**src/rtl/ob_fetch_if.sv**
```systemverilog
// Bus bundle between the object-processor fetch requesters, the memory port
// and ob_fetch_ctl. The controller drives the request/latch side (master).
interface ob_fetch_if #(
    parameter int AW = 21
);
    logic          list_req;
    logic [AW-1:0] list_addr;
    logic [3:0]    list_len;
    logic          data_req;
    logic [AW-1:0] data_addr;
    logic [3:0]    data_len;
    logic          abort;
    logic          mack;
    logic          mreq;
    logic [AW-1:0] maddr;
    logic          latch;
    logic          ltag;
    logic [3:0]    lidx;
    logic          list_done;
    logic          data_done;
    logic          busy;

    modport master (
        input  list_req, list_addr, list_len,
        input  data_req, data_addr, data_len,
        input  abort, mack,
        output mreq, maddr, latch, ltag, lidx,
        output list_done, data_done, busy
    );

    modport slave (
        output list_req, list_addr, list_len,
        output data_req, data_addr, data_len,
        output abort, mack,
        input  mreq, maddr, latch, ltag, lidx,
        input  list_done, data_done, busy
    );
endinterface

```
**src/rtl/ob_fetch_ctl.sv**
```systemverilog
// Phrase-fetch sequencer: arbitrates list/data requesters and runs 1-16 phrase bursts.
// Define OB_FETCH_RR_EN for round-robin arbitration (default: list has fixed priority).
module ob_fetch_ctl #(
    parameter int AW = 21
) (
    input  logic         clk,
    input  logic         resetl,
    ob_fetch_if.master   bus
);
    typedef enum logic [1:0] {
        S_IDLE = 2'd0,
        S_BUSY = 2'd1,
        S_DONE = 2'd2
    } state_t;

    state_t        r_state;
    state_t        w_next;
    logic [AW-1:0] r_addr;
    logic [3:0]    r_len;
    logic [3:0]    r_cnt;
    logic          r_tag;
    logic          w_gnt;
    logic          w_gnt_tag;

`ifdef OB_FETCH_RR_EN
    // Tag of the most recent grant; resets to data so list wins the first tie.
    logic          r_last;

    always_comb begin
        w_gnt = ~bus.abort & (bus.list_req | bus.data_req);
        if (bus.list_req && bus.data_req)
            w_gnt_tag = ~r_last;
        else
            w_gnt_tag = ~bus.list_req;
    end
`else
    always_comb begin
        w_gnt     = ~bus.abort & (bus.list_req | bus.data_req);
        w_gnt_tag = ~bus.list_req;
    end
`endif

    always_ff @(posedge clk) begin
        if (!resetl)
            r_state <= S_IDLE;
        else
            r_state <= w_next;
    end

    always_comb begin
        w_next        = r_state;
        bus.mreq      = 1'b0;
        bus.latch     = 1'b0;
        bus.ltag      = 1'b0;
        bus.lidx      = 4'd0;
        bus.list_done = 1'b0;
        bus.data_done = 1'b0;
        bus.busy      = 1'b0;
        case (r_state)
            S_IDLE: begin
                if (w_gnt)
                    w_next = S_BUSY;
            end
            S_BUSY: begin
                bus.mreq = 1'b1;
                bus.busy = 1'b1;
                if (bus.mack) begin
                    bus.latch = 1'b1;
                    bus.ltag  = r_tag;
                    bus.lidx  = r_cnt;
                end
                // Abort wins over a coincident final ack: no done pulse.
                if (bus.abort)
                    w_next = S_IDLE;
                else if (bus.mack && (r_cnt == r_len))
                    w_next = S_DONE;
            end
            S_DONE: begin
                bus.busy      = 1'b1;
                bus.list_done = ~r_tag;
                bus.data_done = r_tag;
                w_next        = S_IDLE;
            end
            default: w_next = S_IDLE;
        endcase
    end

    assign bus.maddr = r_addr;

    always_ff @(posedge clk) begin
        if (!resetl) begin
            r_addr <= '0;
            r_len  <= 4'd0;
            r_cnt  <= 4'd0;
            r_tag  <= 1'b0;
`ifdef OB_FETCH_RR_EN
            r_last <= 1'b1;
`endif
        end else if (r_state == S_IDLE && w_gnt) begin
            r_addr <= w_gnt_tag ? bus.data_addr : bus.list_addr;
            r_len  <= w_gnt_tag ? bus.data_len  : bus.list_len;
            r_tag  <= w_gnt_tag;
            r_cnt  <= 4'd0;
`ifdef OB_FETCH_RR_EN
            r_last <= w_gnt_tag;
`endif
        end else if (r_state == S_BUSY && bus.mack) begin
            r_addr <= r_addr + AW'(1);
            r_cnt  <= r_cnt + 4'd1;
        end
    end
endmodule

```
**src/flat_wrapper.sv**
```systemverilog
// flat-port wrapper written by rule: the top's interface ports become plain ports
module ob_fetch_ctl_flat 
#(
    parameter int AW = 21
)
  (clk, resetl, bus_list_req, bus_list_addr, bus_list_len, bus_data_req, bus_data_addr, bus_data_len, bus_abort, bus_mack, bus_mreq, bus_maddr, bus_latch, bus_ltag, bus_lidx, bus_list_done, bus_data_done, bus_busy);
  ob_fetch_if #(.AW(AW)) bus_i ();
  input  logic clk;
  input  logic resetl;
  input wire logic [$bits(bus_i.list_req)-1:0] bus_list_req;
  input wire logic [$bits(bus_i.list_addr)-1:0] bus_list_addr;
  input wire logic [$bits(bus_i.list_len)-1:0] bus_list_len;
  input wire logic [$bits(bus_i.data_req)-1:0] bus_data_req;
  input wire logic [$bits(bus_i.data_addr)-1:0] bus_data_addr;
  input wire logic [$bits(bus_i.data_len)-1:0] bus_data_len;
  input wire logic [$bits(bus_i.abort)-1:0] bus_abort;
  input wire logic [$bits(bus_i.mack)-1:0] bus_mack;
  output wire logic [$bits(bus_i.mreq)-1:0] bus_mreq;
  output wire logic [$bits(bus_i.maddr)-1:0] bus_maddr;
  output wire logic [$bits(bus_i.latch)-1:0] bus_latch;
  output wire logic [$bits(bus_i.ltag)-1:0] bus_ltag;
  output wire logic [$bits(bus_i.lidx)-1:0] bus_lidx;
  output wire logic [$bits(bus_i.list_done)-1:0] bus_list_done;
  output wire logic [$bits(bus_i.data_done)-1:0] bus_data_done;
  output wire logic [$bits(bus_i.busy)-1:0] bus_busy;
  assign bus_i.list_req = bus_list_req;
  assign bus_i.list_addr = bus_list_addr;
  assign bus_i.list_len = bus_list_len;
  assign bus_i.data_req = bus_data_req;
  assign bus_i.data_addr = bus_data_addr;
  assign bus_i.data_len = bus_data_len;
  assign bus_i.abort = bus_abort;
  assign bus_i.mack = bus_mack;
  assign bus_mreq = bus_i.mreq;
  assign bus_maddr = bus_i.maddr;
  assign bus_latch = bus_i.latch;
  assign bus_ltag = bus_i.ltag;
  assign bus_lidx = bus_i.lidx;
  assign bus_list_done = bus_i.list_done;
  assign bus_data_done = bus_i.data_done;
  assign bus_busy = bus_i.busy;
  ob_fetch_ctl #(.AW(AW)) u_core (.clk(clk), .resetl(resetl), .bus(bus_i));
endmodule
```
**config.mk**
```make
export PLATFORM = sky130hd
export DESIGN_NAME = ob_fetch_ctl_flat
export DESIGN_NICKNAME = d
export VERILOG_FILES = /design/src/rtl/ob_fetch_if.sv /design/src/rtl/ob_fetch_ctl.sv /design/src/flat_wrapper.sv
export SDC_FILE = /design/constraint.sdc
export NUM_CORES = 1
export LEC_CHECK = 0
export ABC_CLOCK_PERIOD_IN_PS = 1950
export CORE_ASPECT_RATIO = 0.9
export CORE_UTILIZATION = 39
export CTS_CLUSTER_DIAMETER = 150
export DETAILED_ROUTE_END_ITERATION = 16
export PLACE_DENSITY = 0.77
export SLEW_MARGIN = 10
export SYNTH_ARGS = -nofsm -noshare
export SYNTH_HDL_FRONTEND = slang
export SYNTH_SLANG_ARGS = --single-unit
```
**constraint.sdc**
```tcl
create_clock -name clk -period 1.95 [get_ports clk]
set_clock_uncertainty 0.05 [all_clocks]
set_input_delay 0.2925 -clock clk [delete_from_list [all_inputs] [get_ports clk]]
set_output_delay 0.2925 -clock clk [all_outputs]
set_load 0.05 [all_outputs]
```
==> results of run 1 <==
[metal layers]
metal  up-vias  share of wire (%)  global-route usage (%)  wire [um]
li1       1140                  -                       -          -
met1      1058                 44                    29.2       2760
met2        75                 49                    38.2       3020
met3         8                5.3                    6.37        327
met4         0                1.7                    7.07        105
met5         -                  0                       0          0
[cell usage in the layout (no fill, tap or decap), types with 5 or more instances in the layout]
cell,netlist,layout
nor2_1,12,12
nor4_1,7,7
a31oi_1,5,5
nor2b_1,8,7
nand3_1,9,9
clkdlybuf4s50_1,0,68
mux2_2,10,10
and3_2,6,6
nand4_1,9,9
mux2i_1,10,10
o21ai_0,11,11
clkbuf_8,0,7
dfxtp_2,0,9
nor3_1,6,6
nand2_1,16,16
a21oi_1,9,9
buf_4,0,31
a211oi_1,17,17
or4_1,5,5
dfxtp_1,32,21
xnor2_1,12,12
buf_12,0,9
xor2_1,7,7
inv_1,5,5
[cell usage after synthesis, types with 5 or more instances]
library cell  number
nor4_1             7
and3_2             6
ha_1               5
nand3_1            9
clkbuf_1          10
mux2i_1           10
xnor2_1           12
a31oi_1            5
nand2_1           16
mux2_2            10
o21ai_0           11
or4_1              5
xor2_1             7
nor3_1             6
a21oi_1            9
nor2b_1            8
a211oi_1          17
nand4_1            9
dfxtp_1           32
nor2_1            12
inv_1              5
[stage by stage]
stage          area [um^2]  power, W  hold WS (ps)  setup TNS, ps  cells
2_1_floorplan         2120   0.00130           413              0    249
3_3_place_gp          3240   0.00165           449           -302    408
3_5_place_dp          3240   0.00167           458           -505    408
4_1_cts               3360   0.00237           468              0    416
5_1_grt               3370   0.00248           498              0    416
6_report              3370   0.00237           468              0    416
[power by group]
group	internal, W	leakage, nW	switching (W)
Sequential	0.000731	0.268	0.0000912
Clock	0.000451	0.0645	0.000252
Combinational	0.000382	0.928	0.000459
[final cells by class]
class                   count  area (um^2)
well taps                  65         81.3
clock buffers               7         96.3
inverters                   6         22.5
clock inverters             1         30.0
multi-input cells         196         1380
flip-flops and latches     32          659
fillers                   426         1610
repair buffers            109         1110
[sequential cells by signal, indices dropped and copies added (netlist names)]
signal	flops
u_core.bus.maddr	21
u_core.r_cnt	4
u_core.r_len	4
u_core.r_state	2
u_core.r_tag	1
[how the worst max path moves through the flow]
stage	from	end	slack [ps]	cells after the start
floorplan	u_core.r_state[1]	u_core.bus.maddr[14]	0.7	7
global placement	bus_mack	u_core.bus.maddr[18]	-110	5
detailed placement	bus_mack	u_core.bus.maddr[14]	-140	5
CTS	u_core.bus.maddr[17]	bus_maddr[17]	50	1
global route	u_core.bus.maddr[17]	bus_maddr[17]	2	1
finish	u_core.bus.maddr[16]	bus_maddr[16]	60	1
[cell families (layout without fill, tap and decap cells)]
group | count (synthesis) | after routing | share of synthesized area (%)
simple gates | 95 | 95 | 25.5
compound gates | 57 | 57 | 18.4
mux | 20 | 20 | 10.2
fa+ha+maj | 5 | 5 | 3.00
buf+inv | 21 | 123 | 4.26
xor+xnor | 19 | 19 | 7.97
flops | 32 | 32 | 30.7
[worst register-to-register path: stages (launching register included)]
cell and delay [ps]:
dfxtp_1 320, inv_1 140, ha_4 170, nand3_2 80
or2_4 290, or4_1 510, a31oi_1 170
==> qor.yml, run 1 <==
status: "complete, no violations"
fin_crit_sh_pct: 96.9
hpwl_um: 4760
timing.rr.end: "u_core.bus.maddr[14]"
grt_pass1_wl_um: 10100
vias: 2281
cts_tree: "built"
utilization_pct: 67.6
grt_max_degree: 24
synthesis.nets: 310
drv_cap: 0
async_flop_share_pct: 0
critPathTopFamily: "buffers and inverters"
holdPathStages: 2
rows: 24
worstReg2RegStart: "u_core.r_state[1]"
slowest_delay_ps: 840
clk_pin_slew_ps: 70
grt_overflow: 0
worstHoldEndpoint: "u_core.r_len[3]"
crit_buf_inv: 1
core_area_um2: 4980
reg2reg_slack_ps: 160
htreeDepth: 2
tightestPinTransition_ps: 520
synth_area_leaders: "dfxtp_1, a211oi_1, mux2_2, xnor2_1, mux2i_1"
ys_warn_count: 0
gp_congestion: 0.845
ioPinCount: 87
fin_ws_ps: 60.6
cts_sinks: 32
antenna_found_initial: 0
worst_setup_path_end_kind: "output port"
initialDrtViolationCount: 159
final_hold_viol_count: 0
nNetsFinal: 411
wl_um: 6220
n_antenna_cell: 0
initial_utilization_pct: 41.9
startpoint_type: "register"
max_freq_mhz: 529
cp_max_fo: 6
crit_arrival_ps: 1550
ctsResizeCount: 0
pre_cts_ws_ps: -136
ys_ff_latch: 32
port-buffer-count: 86
cts_buffers: 5
synth_edf_count: 0
wl_per_cell_um: 14.9
yosysUniqueCellTypes: 46
crit_type: "reg2out"
grt_pass1_vias: 2192
synthCells: 249
synth_top_flop_cell: "dfxtp_1"
grt_use_total_pct: 23.1
post-cts-setup-buffers: 0
ctsHoldBuffers: 0
powerDensity_nw_per_um2: 702
vdd_drop_max_mv: 0.593
synth_top_area_cell: "dfxtp_1"
setup_viol: 0
clk_path_buf_depth: 2
cp_cell_sequence: "clkdlybuf4s50_1"
relSlewSlack_pct: 65.2
fin_crit_ps: 1890
die_w_um: 79.1
ant_nets: 0
crit_slowest_cell: "clkdlybuf4s50_1"
clkLatencyLatePin_ps: 280
syn_to_final_growth_pct: 61.5
cts_root_buf: "clkbuf_8"
holdCritStartpoint: "u_core.r_len[3]"
yosysSeqAreaShare_pct: 30.7
drc: 0
viasPerCell: 5.48
syn_avg_cell_area_um2: 8.38
syn_area_um2: 2090
synth.top_cell.area_share_pct: 30.7
drive_gt1_share_pct: 23.4
hold_class: "reg2reg"
drv_slew: 0
grt_setup_unrepaired: "no"
dr.pass1.iters: 6
die_height_um: 71.4
leakagePower_nw: 1.26
ff2ff_path_depth: 6
die_area_um2: 5650
required_ps: 1610
Power figures use the tool's default switching activity.
==> run 2: changes to the inputs <==
Settings changed: CORE_MARGIN set to 2.
==> run 2 against run 1 <==
Maximum frequency decreased by 0.12%; non-clock buffer count up 3; total power fell by 7.2%; routed wire length is 2.1% lower; largest cell class unchanged; largest power group unchanged.
==> qor.yml, run 2 (same netlist as run 1, synthesis figures left out) <==
powerDensity_nw_per_um2: 654  # -6.8%
die_w_um: 81.1  # +2.5%
cp_cell_sequence: "clkdlybuf4s50_1"
setup_tns_ps: 0  # unchanged
crit_slowest_cell: "clkdlybuf4s50_1"
fin_crit_sh_pct: 97.0  # +0.12 points
worst_hold_slack_ps: 465  # -3.76 ps
final_area_um2: 3360  # -0.41%
initial_utilization_pct: 40.2  # -1.7 points
fin_crit_ps: 1890  # +2.28 ps
relSlewSlack_pct: 65.0  # -0.29 points
antenna_found_initial: 0  # unchanged
cts_sinks: 32  # unchanged
grt_use_total_pct: 21.2  # -1.9 points
clkLatencyLatePin_ps: 280  # about the same
post-cts-setup-buffers: 0  # unchanged
drv_slew: 0  # unchanged
grt_setup_unrepaired: "no"
wl_per_cell_um: 14.5  # -3.3%
initialDrtViolationCount: 111  # -30%
clk_path_buf_depth: 2  # unchanged
vdd_drop_max_mv: 0.407  # -31%
die_height_um: 73.4  # +2.8%
final_common_cell: "clkdlybuf4s50_1"
ant_nets: 0  # unchanged
hpwl_um: 4670  # -1.8%
hold_class: "reg2reg"
slowest_delay_ps: 840  # about the same
utilization_pct: 64.7  # -3.0 points
drv_cap: 0  # unchanged
final_hold_viol_count: 0  # unchanged
leakagePower_nw: 1.26  # +0.12%
cts_buffers: 5  # unchanged
tightestPinTransition_ps: 525  # +5.19 ps
max_freq_mhz: 529  # -0.12%
worst_setup_path_end_kind: "output port"
htreeDepth: 2  # unchanged
vias: 2258  # -1.0%
startpoint_type: "register"
crit_buf_inv: 1  # unchanged
final_cell_mix: "clkdlybuf4s50_1, buf_4, dfxtp_1"
setup_viol: 0  # unchanged
n_antenna_cell: 0  # unchanged
grt_pass1_vias: 2201  # +0.41%
grt_overflow: 0  # unchanged
wl_um: 6090  # -2.1%
viasPerCell: 5.36  # -2.2%
crit_type: "reg2out"
largest_register_ffs: 21  # unchanged
status: "complete, no violations"
drc: 0  # unchanged
cts_tree: "built"
rows: 25  # +4.2%
port-buffer-count: 86  # unchanged
die_area_um2: 5950  # +5.4%
clk_pin_slew_ps: 70  # about the same
ioPinCount: 87  # unchanged
core_area_um2: 5190  # +4.2%
nNetsFinal: 414  # +0.73%
grt_max_degree: 25  # +4.2%
gp_congestion: 0.822  # -2.6%
drive_gt1_share_pct: 22.9  # -0.48 points
cp_max_fo: 6  # unchanged
place_area_um2: 3250  # +0.54%
syn_to_final_growth_pct: 60.9
crit_arrival_ps: 1550  # about the same
grt_pass1_wl_um: 9980  # -1.5%
dr.pass1.iters: 4  # -2
cts_root_buf: "clkbuf_8"
required_ps: 1610  # about the same
critPathTopFamily: "buffers and inverters"
-- run 2: path summary, 6_finish.rpt --
check,startpoint,endpoint,slack [ps],depth (start not counted)
setup / recovery,u_core.bus.maddr[14],bus_maddr[14],60,1
hold / removal,u_core.r_state[0],u_core.r_state[0],460,2
setup reg to reg,u_core.r_state[0],u_core.bus.maddr[17],80,7
hold reg to reg,u_core.r_state[0],u_core.r_state[0],460,2
-- run 2: final cells by class --
cell class | count | area [um^2]
Tap cell | 67 | 83.8
Timing Repair Buffer | 112 | 1120
Multi-Input combinational cell | 196 | 1380
Fill cell | 461 | 1840
Inverter | 6 | 22.5
Clock buffer | 8 | 90.1
Sequential cell | 32 | 659
-- run 2: through the flow --
| stage | setup WS [ps] | total power [W] | instances |
|---|---|---|---|
| after floorplan | 0.681 | 0.00130 | 249 |
| after global placement | -50.7 | 0.00165 | 413 |
| after detailed placement | -126 | 0.00167 | 413 |
| after CTS | 10.9 | 0.00220 | 421 |
| after global routing | 17.8 | 0.00231 | 421 |
| final | 58.3 | 0.00220 | 421 |
-- run 2: where the power goes --
part / total, W / internal, W / switching (W) / leakage, nW
Combinational: 0.000838 / 0.000384 / 0.000454 / 0.948
Sequential: 0.000820 / 0.000731 / 0.0000897 / 0.268
Clock: 0.000538 / 0.000288 / 0.000249 / 0.0455
-- run 2: repair_timing --
item	CTS	global route
hold endpoints to repair	0	0
endpoints found under the setup margin	0	6
resized for setup	0	5
hold buffers	0	0
-- run 2: per-layer routing --
metal | GRT usage [%] | part of all wire, %
met2 | 36.2 | 48
met3 | 4.79 | 6.7
met5 | 0 | 0
met1 | 27.5 | 45
met4 | 4.14 | 0.44
